$ cat config.mk
export PLATFORM = sky130hd
export DESIGN_NAME = sevenseg_scan
export DESIGN_NICKNAME = d
export VERILOG_FILES = /design/src/rtl/sevenseg_pkg.sv /design/src/rtl/sevenseg_scan_timer.sv /design/src/rtl/sevenseg_scan.sv
export SDC_FILE = /design/constraint.sdc
export NUM_CORES = 1
export LEC_CHECK = 0
export ABC_AREA = 1
export ABC_CLOCK_PERIOD_IN_PS = 2900
export CAP_MARGIN = 20
export CORE_MARGIN = 2
export CORE_UTILIZATION = 35
export CTS_CLUSTER_DIAMETER = 150
export DETAILED_ROUTE_END_ITERATION = 16
export MAX_ROUTING_LAYER = met4
export SYNTH_ARGS = -nofsm -noshare
export SYNTH_HDL_FRONTEND = slang
export SYNTH_SLANG_ARGS = --single-unit
$ cat constraint.sdc
create_clock -name clk -period 2.9 [get_ports clk]
set_input_delay 0.435 -clock clk [delete_from_list [all_inputs] [get_ports clk]]
set_output_delay 0.435 -clock clk [all_outputs]
set_load 0.01 [all_outputs]
$ cat src/rtl/sevenseg_pkg.sv
// Shared types and helpers for the seven-segment scanner and the formatting logic
// that feeds it. Segment patterns are active-low {dp, g..a}.
package sevenseg_pkg;

    typedef logic [7:0] seg_t;

    localparam seg_t SEG_BLANK = 8'hFF;

    function automatic seg_t hex_to_seg(input logic [3:0] hex);
        logic [6:0] s;
        case (hex)
            4'h0:    s = 7'h40;
            4'h1:    s = 7'h79;
            4'h2:    s = 7'h24;
            4'h3:    s = 7'h30;
            4'h4:    s = 7'h19;
            4'h5:    s = 7'h12;
            4'h6:    s = 7'h02;
            4'h7:    s = 7'h78;
            4'h8:    s = 7'h00;
            4'h9:    s = 7'h10;
            4'hA:    s = 7'h08;
            4'hB:    s = 7'h03;
            4'hC:    s = 7'h46;
            4'hD:    s = 7'h21;
            4'hE:    s = 7'h06;
            default: s = 7'h0E;
        endcase
        return {1'b1, s};
    endfunction

endpackage

$ cat src/rtl/sevenseg_scan_timer.sv
// Slot/digit timebase: counts cycles within a digit slot, steps the selected
// digit at each slot end and flags the last cycle of the frame.
module sevenseg_scan_timer #(
    parameter int N_DIGITS     = 4,
    parameter int SCAN_DIV     = 16384,
    parameter int BLANK_CYCLES = 64,
    parameter int SEL_W        = (N_DIGITS > 1) ? $clog2(N_DIGITS) : 1
) (
    input  logic             clk,
    input  logic             rst,
    output logic [SEL_W-1:0] sel,
    output logic             in_blank,
    output logic             frame_boundary
);
    localparam int          SLOT_W  = (SCAN_DIV > 1) ? $clog2(SCAN_DIV) : 1;
    localparam logic [31:0] BLANK_U = BLANK_CYCLES;

    logic [SLOT_W-1:0] slot_cnt_q, slot_cnt_d;
    logic [SEL_W-1:0]  sel_q, sel_d;
    logic              slot_end;

    assign slot_end       = (slot_cnt_q == SLOT_W'(SCAN_DIV - 1));
    assign frame_boundary = slot_end && (sel_q == SEL_W'(N_DIGITS - 1));
    assign in_blank       = ({{(32-SLOT_W){1'b0}}, slot_cnt_q} < BLANK_U);
    assign sel            = sel_q;

    always_comb begin
        slot_cnt_d = slot_cnt_q + 1'b1;
        sel_d      = sel_q;
        if (slot_end) begin
            slot_cnt_d = '0;
            sel_d      = (sel_q == SEL_W'(N_DIGITS - 1)) ? '0 : sel_q + 1'b1;
        end
    end

    always_ff @(posedge clk) begin
        if (rst) begin
            slot_cnt_q <= '0;
            sel_q      <= '0;
        end else begin
            slot_cnt_q <= slot_cnt_d;
            sel_q      <= sel_d;
        end
    end

endmodule

$ cat src/rtl/sevenseg_scan.sv
// Multiplexed common-anode seven-segment scanner with PWM brightness, blanking
// between digits, per-digit blink and frame-synchronous double-buffered updates.
module sevenseg_scan
    import sevenseg_pkg::*;
#(
    parameter int N_DIGITS     = 4,
    parameter int SCAN_DIV     = 16384,
    parameter int BLANK_CYCLES = 64,
    parameter int BLINK_LOG2   = 24
) (
    input  logic                  clk,
    input  logic                  rst,
    input  logic [N_DIGITS*8-1:0] digits_in,
    input  logic                  load,
    input  logic [N_DIGITS-1:0]   digit_en,
    input  logic [N_DIGITS-1:0]   blink_en,
    input  logic [7:0]            brightness,
    output logic [N_DIGITS-1:0]   an,
    output logic [6:0]            seg,
    output logic                  dp,
    output logic                  frame_start,
    output logic                  pending
);
    localparam int SEL_W = (N_DIGITS > 1) ? $clog2(N_DIGITS) : 1;

    if (N_DIGITS < 1 || N_DIGITS > 16) begin : g_bad_digits
        $error("sevenseg_scan: N_DIGITS must be in 1..16");
    end
    if (SCAN_DIV <= BLANK_CYCLES) begin : g_bad_div
        $error("sevenseg_scan: SCAN_DIV must exceed BLANK_CYCLES");
    end

    logic [SEL_W-1:0] sel;
    logic             in_blank;
    logic             frame_boundary;

    sevenseg_scan_timer #(
        .N_DIGITS     (N_DIGITS),
        .SCAN_DIV     (SCAN_DIV),
        .BLANK_CYCLES (BLANK_CYCLES),
        .SEL_W        (SEL_W)
    ) u_timer (
        .clk            (clk),
        .rst            (rst),
        .sel            (sel),
        .in_blank       (in_blank),
        .frame_boundary (frame_boundary)
    );

    seg_t [N_DIGITS-1:0] active_q, pend_buf_q;
    logic                pending_q;
    logic [7:0]          bright_q, pwm_q;
    logic [BLINK_LOG2:0] blink_q;
    logic                start_q;
    logic [N_DIGITS-1:0] an_q, an_d;
    logic [6:0]          seg_q, seg_d;
    logic                dp_q, dp_d;
    logic                fs_q;
    seg_t                cur;
    logic                lit;

    always_comb begin
        cur   = active_q[sel];
        lit   = digit_en[sel] && !in_blank && (pwm_q < bright_q)
                && !(blink_en[sel] && blink_q[BLINK_LOG2]);
        an_d  = '1;
        seg_d = SEG_BLANK[6:0];
        dp_d  = 1'b1;
        if (lit) begin
            an_d  = ~(N_DIGITS'(1) << sel);
            seg_d = cur[6:0];
            dp_d  = cur[7];
        end
    end

    // start_q marks the cycle whose state is digit 0, slot 0 (right after reset
    // or right after a frame boundary); it is delayed once more onto the pin.
    always_ff @(posedge clk) begin
        if (rst) begin
            active_q   <= {N_DIGITS{SEG_BLANK}};
            pend_buf_q <= {N_DIGITS{SEG_BLANK}};
            pending_q  <= 1'b0;
            bright_q   <= 8'd0;
            pwm_q      <= 8'd0;
            blink_q    <= '0;
            start_q    <= 1'b1;
            an_q       <= '1;
            seg_q      <= 7'h7F;
            dp_q       <= 1'b1;
            fs_q       <= 1'b0;
        end else begin
            pwm_q   <= pwm_q + 8'd1;
            blink_q <= blink_q + 1'b1;
            start_q <= frame_boundary;
            if (frame_boundary) begin
                bright_q <= brightness;
                if (pending_q) active_q <= pend_buf_q;
            end
            if (load) begin
                pend_buf_q <= digits_in;
                pending_q  <= 1'b1;
            end else if (frame_boundary) begin
                pending_q <= 1'b0;
            end
            an_q  <= an_d;
            seg_q <= seg_d;
            dp_q  <= dp_d;
            fs_q  <= start_q;
        end
    end

    assign an          = an_q;
    assign seg         = seg_q;
    assign dp          = dp_q;
    assign frame_start = fs_q;
    assign pending     = pending_q;

endmodule

==> results of run 1 <==
[flip-flops by register name, summed over array words and instances, names as in the netlist]
name / cells
pend_buf_q: 32
start_q: 1
seg: 7
pending: 1
u_timer.slot_cnt_q: 14
an: 4
frame_start: 1
dp: 1
bright_q: 8
active_q: 32
pwm_q: 8
blink_q: 25
u_timer.sel: 2
[metrics by stage]
step | hold WS [ns] | total power, mW | instance area, µm² | setup WS [ns] | utilization, %
after floorplan | 0.388 | 2.09 | 5890 | 1.41 | -
after global placement | 0.404 | 2.20 | 6680 | 0.820 | 40.4
after detailed placement | 0.399 | 2.20 | 6680 | 0.795 | 40.4
after CTS | 0.411 | 4.63 | 7340 | 0.862 | 44.4
after global routing | 0.426 | 4.75 | 7340 | 0.629 | 44.4
final | 0.407 | 4.58 | 7340 | 0.887 | 44.4
[metal layers]
| metal | vias to the layer above | part of all wire, % | wire, µm |
|---|---|---|---|
| li1 | 2757 | - | - |
| met4 | 0 | 0.93 | 133 |
| met2 | 91 | 45 | 6440 |
| met5 | - | 0 | 0 |
| met1 | 2392 | 49 | 7040 |
| met3 | 11 | 4.4 | 629 |
[cell type report]
type / instances / share of cell area [%]
inverters: 55 / 2.81
well taps: 220 / 3.75
repair buffers: 75 / 9.85
clock inverters: 7 / 2.22
multi-input cells: 574 / 37.5
flip-flops and latches: 136 / 37.1
clock buffers: 24 / 6.83
[final timing paths]
kind	slack, ns	endpoint	start
worst max register to register	0.89	active_q[17]	u_timer.slot_cnt_q[0]
worst min register to register	0.41	frame_start	start_q
worst max-delay path	0.89	active_q[17]	u_timer.slot_cnt_q[0]
worst min-delay path	0.41	frame_start	start_q
[worst max-delay path, delay by kind of cell, from the launching register on]
kind	cells	cell delay (ns)
buffers and inverters	1	0.09
adders and majority gates	1	0.19
and+or+nand+nor	6	1.24
DFF	1	0.34
[synth_stat cells (all sizes together), types with 2 or more instances]
library cell | number | area (µm²)
a21oi | 34 | 170
buf | 14 | 101
clkbuf | 30 | 113
dfxtp | 136 | 2720
ha | 14 | 175
inv | 55 | 206
nand2 | 223 | 842
nand3 | 100 | 518
nand3b | 4 | 30.0
nand4 | 42 | 263
nor2 | 99 | 395
nor3 | 5 | 25.0
o21ai | 31 | 155
o21bai | 2 | 15.0
o22a | 8 | 70.1
or2 | 4 | 25.0
xnor2 | 2 | 17.5
xor2 | 4 | 35.0
[cell families after synthesis]
group / share of synthesized area [%]
adders and majority gates: 2.97
AOI/OAI and AO/OA: 7.09
xor gates and xnor gates: 0.892
DFF: 46.2
and+or+nand+nor: 35.7
buffers and inverters: 7.13
[power breakdown]
group	internal, mW	total (mW)	leakage (nW)	switching (mW)
Combinational	0.104	0.214	1.55	0.110
Sequential	1.91	1.94	1.11	0.0266
Clock	1.63	2.42	0.323	0.790
==> results.ini, run 1 <==
[outcome]
status = finished clean

[placed_design]
place_inst = 1060
globalplace.congestion = 0.827
numPortBuffers = 64
post-dp-hpwl_um = 9540

[hold_path]
hold_path_depth = 2
worstHoldPathType = reg -> reg

[setup_path]
worst_path_max_delay_cell = nand3_4
cp_max_fo = 32
critPathMaxStageDelay_ns = 0.40
cpMostUsedCell = nand3_1
cp.arrival_ns = 2.30
required_ns = 3.19
crit_path_end_kind = register
path_class = reg -> reg
cp_cell_sequence = ha_1 > nand3_1 > inv_2 > nand2_2 > nor2_8 > nand3_4 > nand2_1 > nand3_1
start_kind = register
rr_worst_depth = 8

[die]
die_area_um2 = 17900
row_count = 47
initial_core_util_pct = 35.7
num_io_pins = 65
die_height_um = 134
die_w_um = 134
core_um2 = 16500

[clocking]
cts_max_level = 4
cts_setup_buffers = 0
cts_tree = built
cts_max_path_buffers = 2
cts_resized = 0
cts_hold_buf = 0
cts_root_buffer = clkbuf_16
path_clk_slew_ns = 0.06
cts_sinks = 136
clock_latency_ns = 0.42
numCtsBuffers = 17

[route]
wire_per_inst_um = 13.1
drtAntennaViolNets = 0
drtIter0Drc = 328
viasPerCell = 4.81
dr.pass1.iters = 5
drc = 0
totalWireLength_um = 14200
vias = 5251

[final_layout]
diodes = 0
nets = 924
final_cell_mix = 221 x nand2_1, 136 x dfxtp_1, 98 x nand3_1
drive_gt1_share_pct = 6.43
final_common_cell = nand2_1
n_fill_cell = 1708
multi_input_area_um2 = 2750
fin_cells = 1091
seqCellArea_um2 = 2720
syn_to_final_growth_pct = 24.6

[logic_synthesis]
avgSynthCellArea_um2 = 7.29
yosysUniqueCellTypes = 29
yosys_warnings = 0
netlist_instances = 809
synth_nets = 874
yosysSeqAreaShare_pct = 46.2
synth_edf_count = 0
netlist_area_um2 = 5890
synth_seq_cells = 136
async_flop_share_pct = 0
synth_flop_cell = dfxtp_1

[global_routing]
grt_most_used_layer = met2
grt_pass1_wl_um = 23800
overflow = 0
grt_use_met1_pct = 22.8
grt_max_degree = 47
use_met3_pct = 4.65
grt_pass1_vias = 4865
grt_antenna_before_repair = 0
globalRouteMet2Util_pct = 25.9
grtUsageTotal_pct = 17.2

[pwr]
ir_drop_v = 0.000439
p_leak_nw = 2.98
power_density_nw_per_um2 = 624

[timing]
setup_tns_ns = 0
setup_viol = 0
finalCritPeriodShare_pct = 69.4
hold_viol = 0
worst_pin_slew_ns = 0.925
fmax_ghz = 0.497
clock_skew_ns = 0.00426
slew_headroom_pct = 38.3
period_needed_ns = 2.01
drv_slew = 0
rsz0062_at_grt = false

[flow_run]
drv_cap = 0

(Power assumes the default switching activity.)
==> inputs of run 2 (changes only) <==
ABC_CLOCK_PERIOD_IN_PS = 1700   (was 2900)
clock period = 1.7 ns   (was 2.9 ns; I/O delays follow)
==> results.ini, run 2 (synthesized netlist as in run 1, its figures left out) <==
[pwr]
internal_power_mw = 5.52  ; was 3.65 mW
p_switching_mw = 1.62  ; was 0.927 mW
p_sw_share_pct = 22.8  ; was 20.2%
ir_drop_v = 0.000724  ; was 0.000439 V
p_leak_nw = 3.06  ; was 2.98 nW
seqPwrFrac_pct = 46.4  ; was 42.4%
p_clk_share_pct = 48.2  ; was 52.9%
power_density_nw_per_um2 = 945  ; was 624 nW/µm²
pwr-share-comb_pct = 5.4  ; was 4.7%

[final_layout]
drive_gt1_share_pct = 9.49  ; was 6.43%
syn_to_final_growth_pct = 28.2  ; was 24.6%
nets = 948  ; was 924
final_cell_mix = 221 x nand2_1, 136 x dfxtp_1, 97 x nand3_1  ; was 221 x nand2_1, 136 x dfxtp_1, 98 x nand3_1
multi_input_area_um2 = 2820  ; was 2750 µm²
final_common_cell = nand2_1  ; unchanged
seqCellArea_um2 = 2720  ; unchanged
diodes = 0  ; unchanged
biggestRegsByFlops = active_q x32, pend_buf_q x32, blink_q x25  ; unchanged
n_fill_cell = 1669  ; was 1708
final_area_um2 = 7560  ; was 7340 µm²

[route]
drtAntennaViolNets = 0  ; unchanged
viasPerCell = 4.74  ; was 4.81
vias = 5288  ; was 5251
dr.pass1.iters = 4  ; was 5
drtIter0Drc = 261  ; was 328
wire_per_inst_um = 13.1  ; about the same
totalWireLength_um = 14600  ; was 14200 µm
drc = 0  ; unchanged

[global_routing]
grt_max_degree = 50  ; was 47
grt_antenna_before_repair = 0  ; unchanged
grt_pass1_wl_um = 23600  ; was 23800 µm
grtUsageTotal_pct = 17.0  ; was 17.2%
overflow = 0  ; unchanged
grt_pass1_vias = 4904  ; was 4865

[placed_design]
post-dp-hpwl_um = 9640  ; was 9540 µm
globalplace.congestion = 0.835  ; was 0.827
numPortBuffers = 64  ; unchanged
placed_cell_area_um2 = 6830  ; was 6680 µm²

[setup_path]
crit_path_end_kind = output pin  ; was register
required_ns = 1.44  ; was 3.19 ns
path_depth = 1  ; was 8
rr_worst_depth = 9  ; was 8
critPathMaxStageDelay_ns = 0.56  ; was 0.40 ns
path_class = reg -> out  ; was reg -> reg
cp_max_fo = 2  ; was 32
start_kind = register  ; unchanged
cp_cell_sequence = clkdlybuf4s50_1  ; was ha_1 > nand3_1 > inv_2 > nand2_2 > nor2_8 > nand3_4 > nand2_1 > nand3_1
cp_num_buf_inv = 1  ; unchanged
worst_path_max_delay_cell = clkdlybuf4s50_1  ; was nand3_4
cpLargestDelayFamily = buffers and inverters  ; was simple AND/OR/NAND/NOR gates
critPathLaunch = pending  ; was u_timer.slot_cnt_q[0]
cp.arrival_ns = 1.35  ; was 2.30 ns
r2r_start = u_timer.slot_cnt_q[0]  ; unchanged

[hold_path]
hp-start = digits_in[9]  ; was start_q
worstHoldPathType = in -> reg  ; was reg -> reg
hold_path_depth = 3  ; was 2

[timing]
setup_tns_ns = 0  ; unchanged
drv_slew = 0  ; unchanged
period_needed_ns = 1.61
slew_headroom_pct = 77.0  ; was 38.3%
worst_pin_slew_ns = 0.343  ; was 0.925 ns
setup_viol = 0  ; unchanged
finalCritPeriodShare_pct = 94.5
fmax_ghz = 0.623
hold_viol = 0  ; unchanged
rsz0062_at_grt = false  ; unchanged
clock_skew_ns = 0.0139  ; was 0.00426 ns

[clocking]
cts_root_buffer = clkbuf_16  ; unchanged
cts_hold_buf = 0  ; unchanged
clock_latency_ns = 0.43  ; was 0.42 ns
cts_sinks = 136  ; unchanged
numCtsBuffers = 17  ; unchanged
cts_tree = built  ; unchanged
cts_max_path_buffers = 2  ; unchanged
cts_max_level = 4  ; unchanged
path_clk_slew_ns = 0.06  ; about the same

[flow_run]
drv_cap = 0  ; unchanged

[die]
die_w_um = 134  ; unchanged
num_io_pins = 65  ; unchanged
row_count = 47  ; unchanged
die_area_um2 = 17900  ; unchanged
initial_core_util_pct = 35.7  ; unchanged
die_height_um = 134  ; unchanged
core_um2 = 16500  ; unchanged

[outcome]
status = finished clean  ; unchanged

-- run 2: what timing repair did --
action | CTS | global route
cloned | 1 | 4
buffers inserted | 0 | 4
pin swaps | 0 | 3
resized for setup | 1 | 8
endpoints found under the setup margin | 32 | 51
-- run 2: worst paths after layout --
path | to | slack [ns]
setup / recovery | pending | 0.09
hold / removal | pend_buf_q[9] | 0.40
setup reg to reg | active_q[1] | 0.13
hold reg to reg | frame_start | 0.41
-- run 2: layout make-up --
class | instances | area share [%]
multi-input combinational | 577 | 37.3
sequential | 136 | 36.0
timing repair buffer | 96 | 12.9
clock buffer | 23 | 6.59
tap | 220 | 3.64
inverter | 55 | 2.73
clock inverter | 9 | 0.844
-- run 2: routing by layer --
layer  GRT usage (%)  part of all wire [%]  vias up
li1                -                     -     2806
met1            22.1                    48     2371
met2            26.0                    47      101
met3            4.69                   4.5       10
met4            4.91                  0.92        0
met5               -                     0        -
-- run 2: per-stage QoR --
stage | worst slack, ns | std cells | hold slack (ns) | util, % | power [mW]
floorplan | 0.229 | 809 | 0.377 | - | 3.56
global placement | 0.0132 | 1075 | 0.412 | 41.3 | 3.76
detailed placement | -0.0284 | 1075 | 0.396 | 41.3 | 3.77
CTS | 0.0493 | 1108 | 0.383 | 44.8 | 7.24
global route | 0.0176 | 1116 | 0.407 | 45.7 | 7.43
finish | 0.0941 | 1116 | 0.396 | 45.7 | 7.14
-- run 2: power by group through the flow --
stage / sequential (mW) / combinational (mW) / clock [mW]
after floorplan: 3.37 / 0.194 / 0
after global placement: 3.38 / 0.385 / 0
after detailed placement: 3.38 / 0.389 / 0
after CTS: 3.31 / 0.393 / 3.53
after global routing: 3.32 / 0.436 / 3.67
final: 3.31 / 0.388 / 3.44
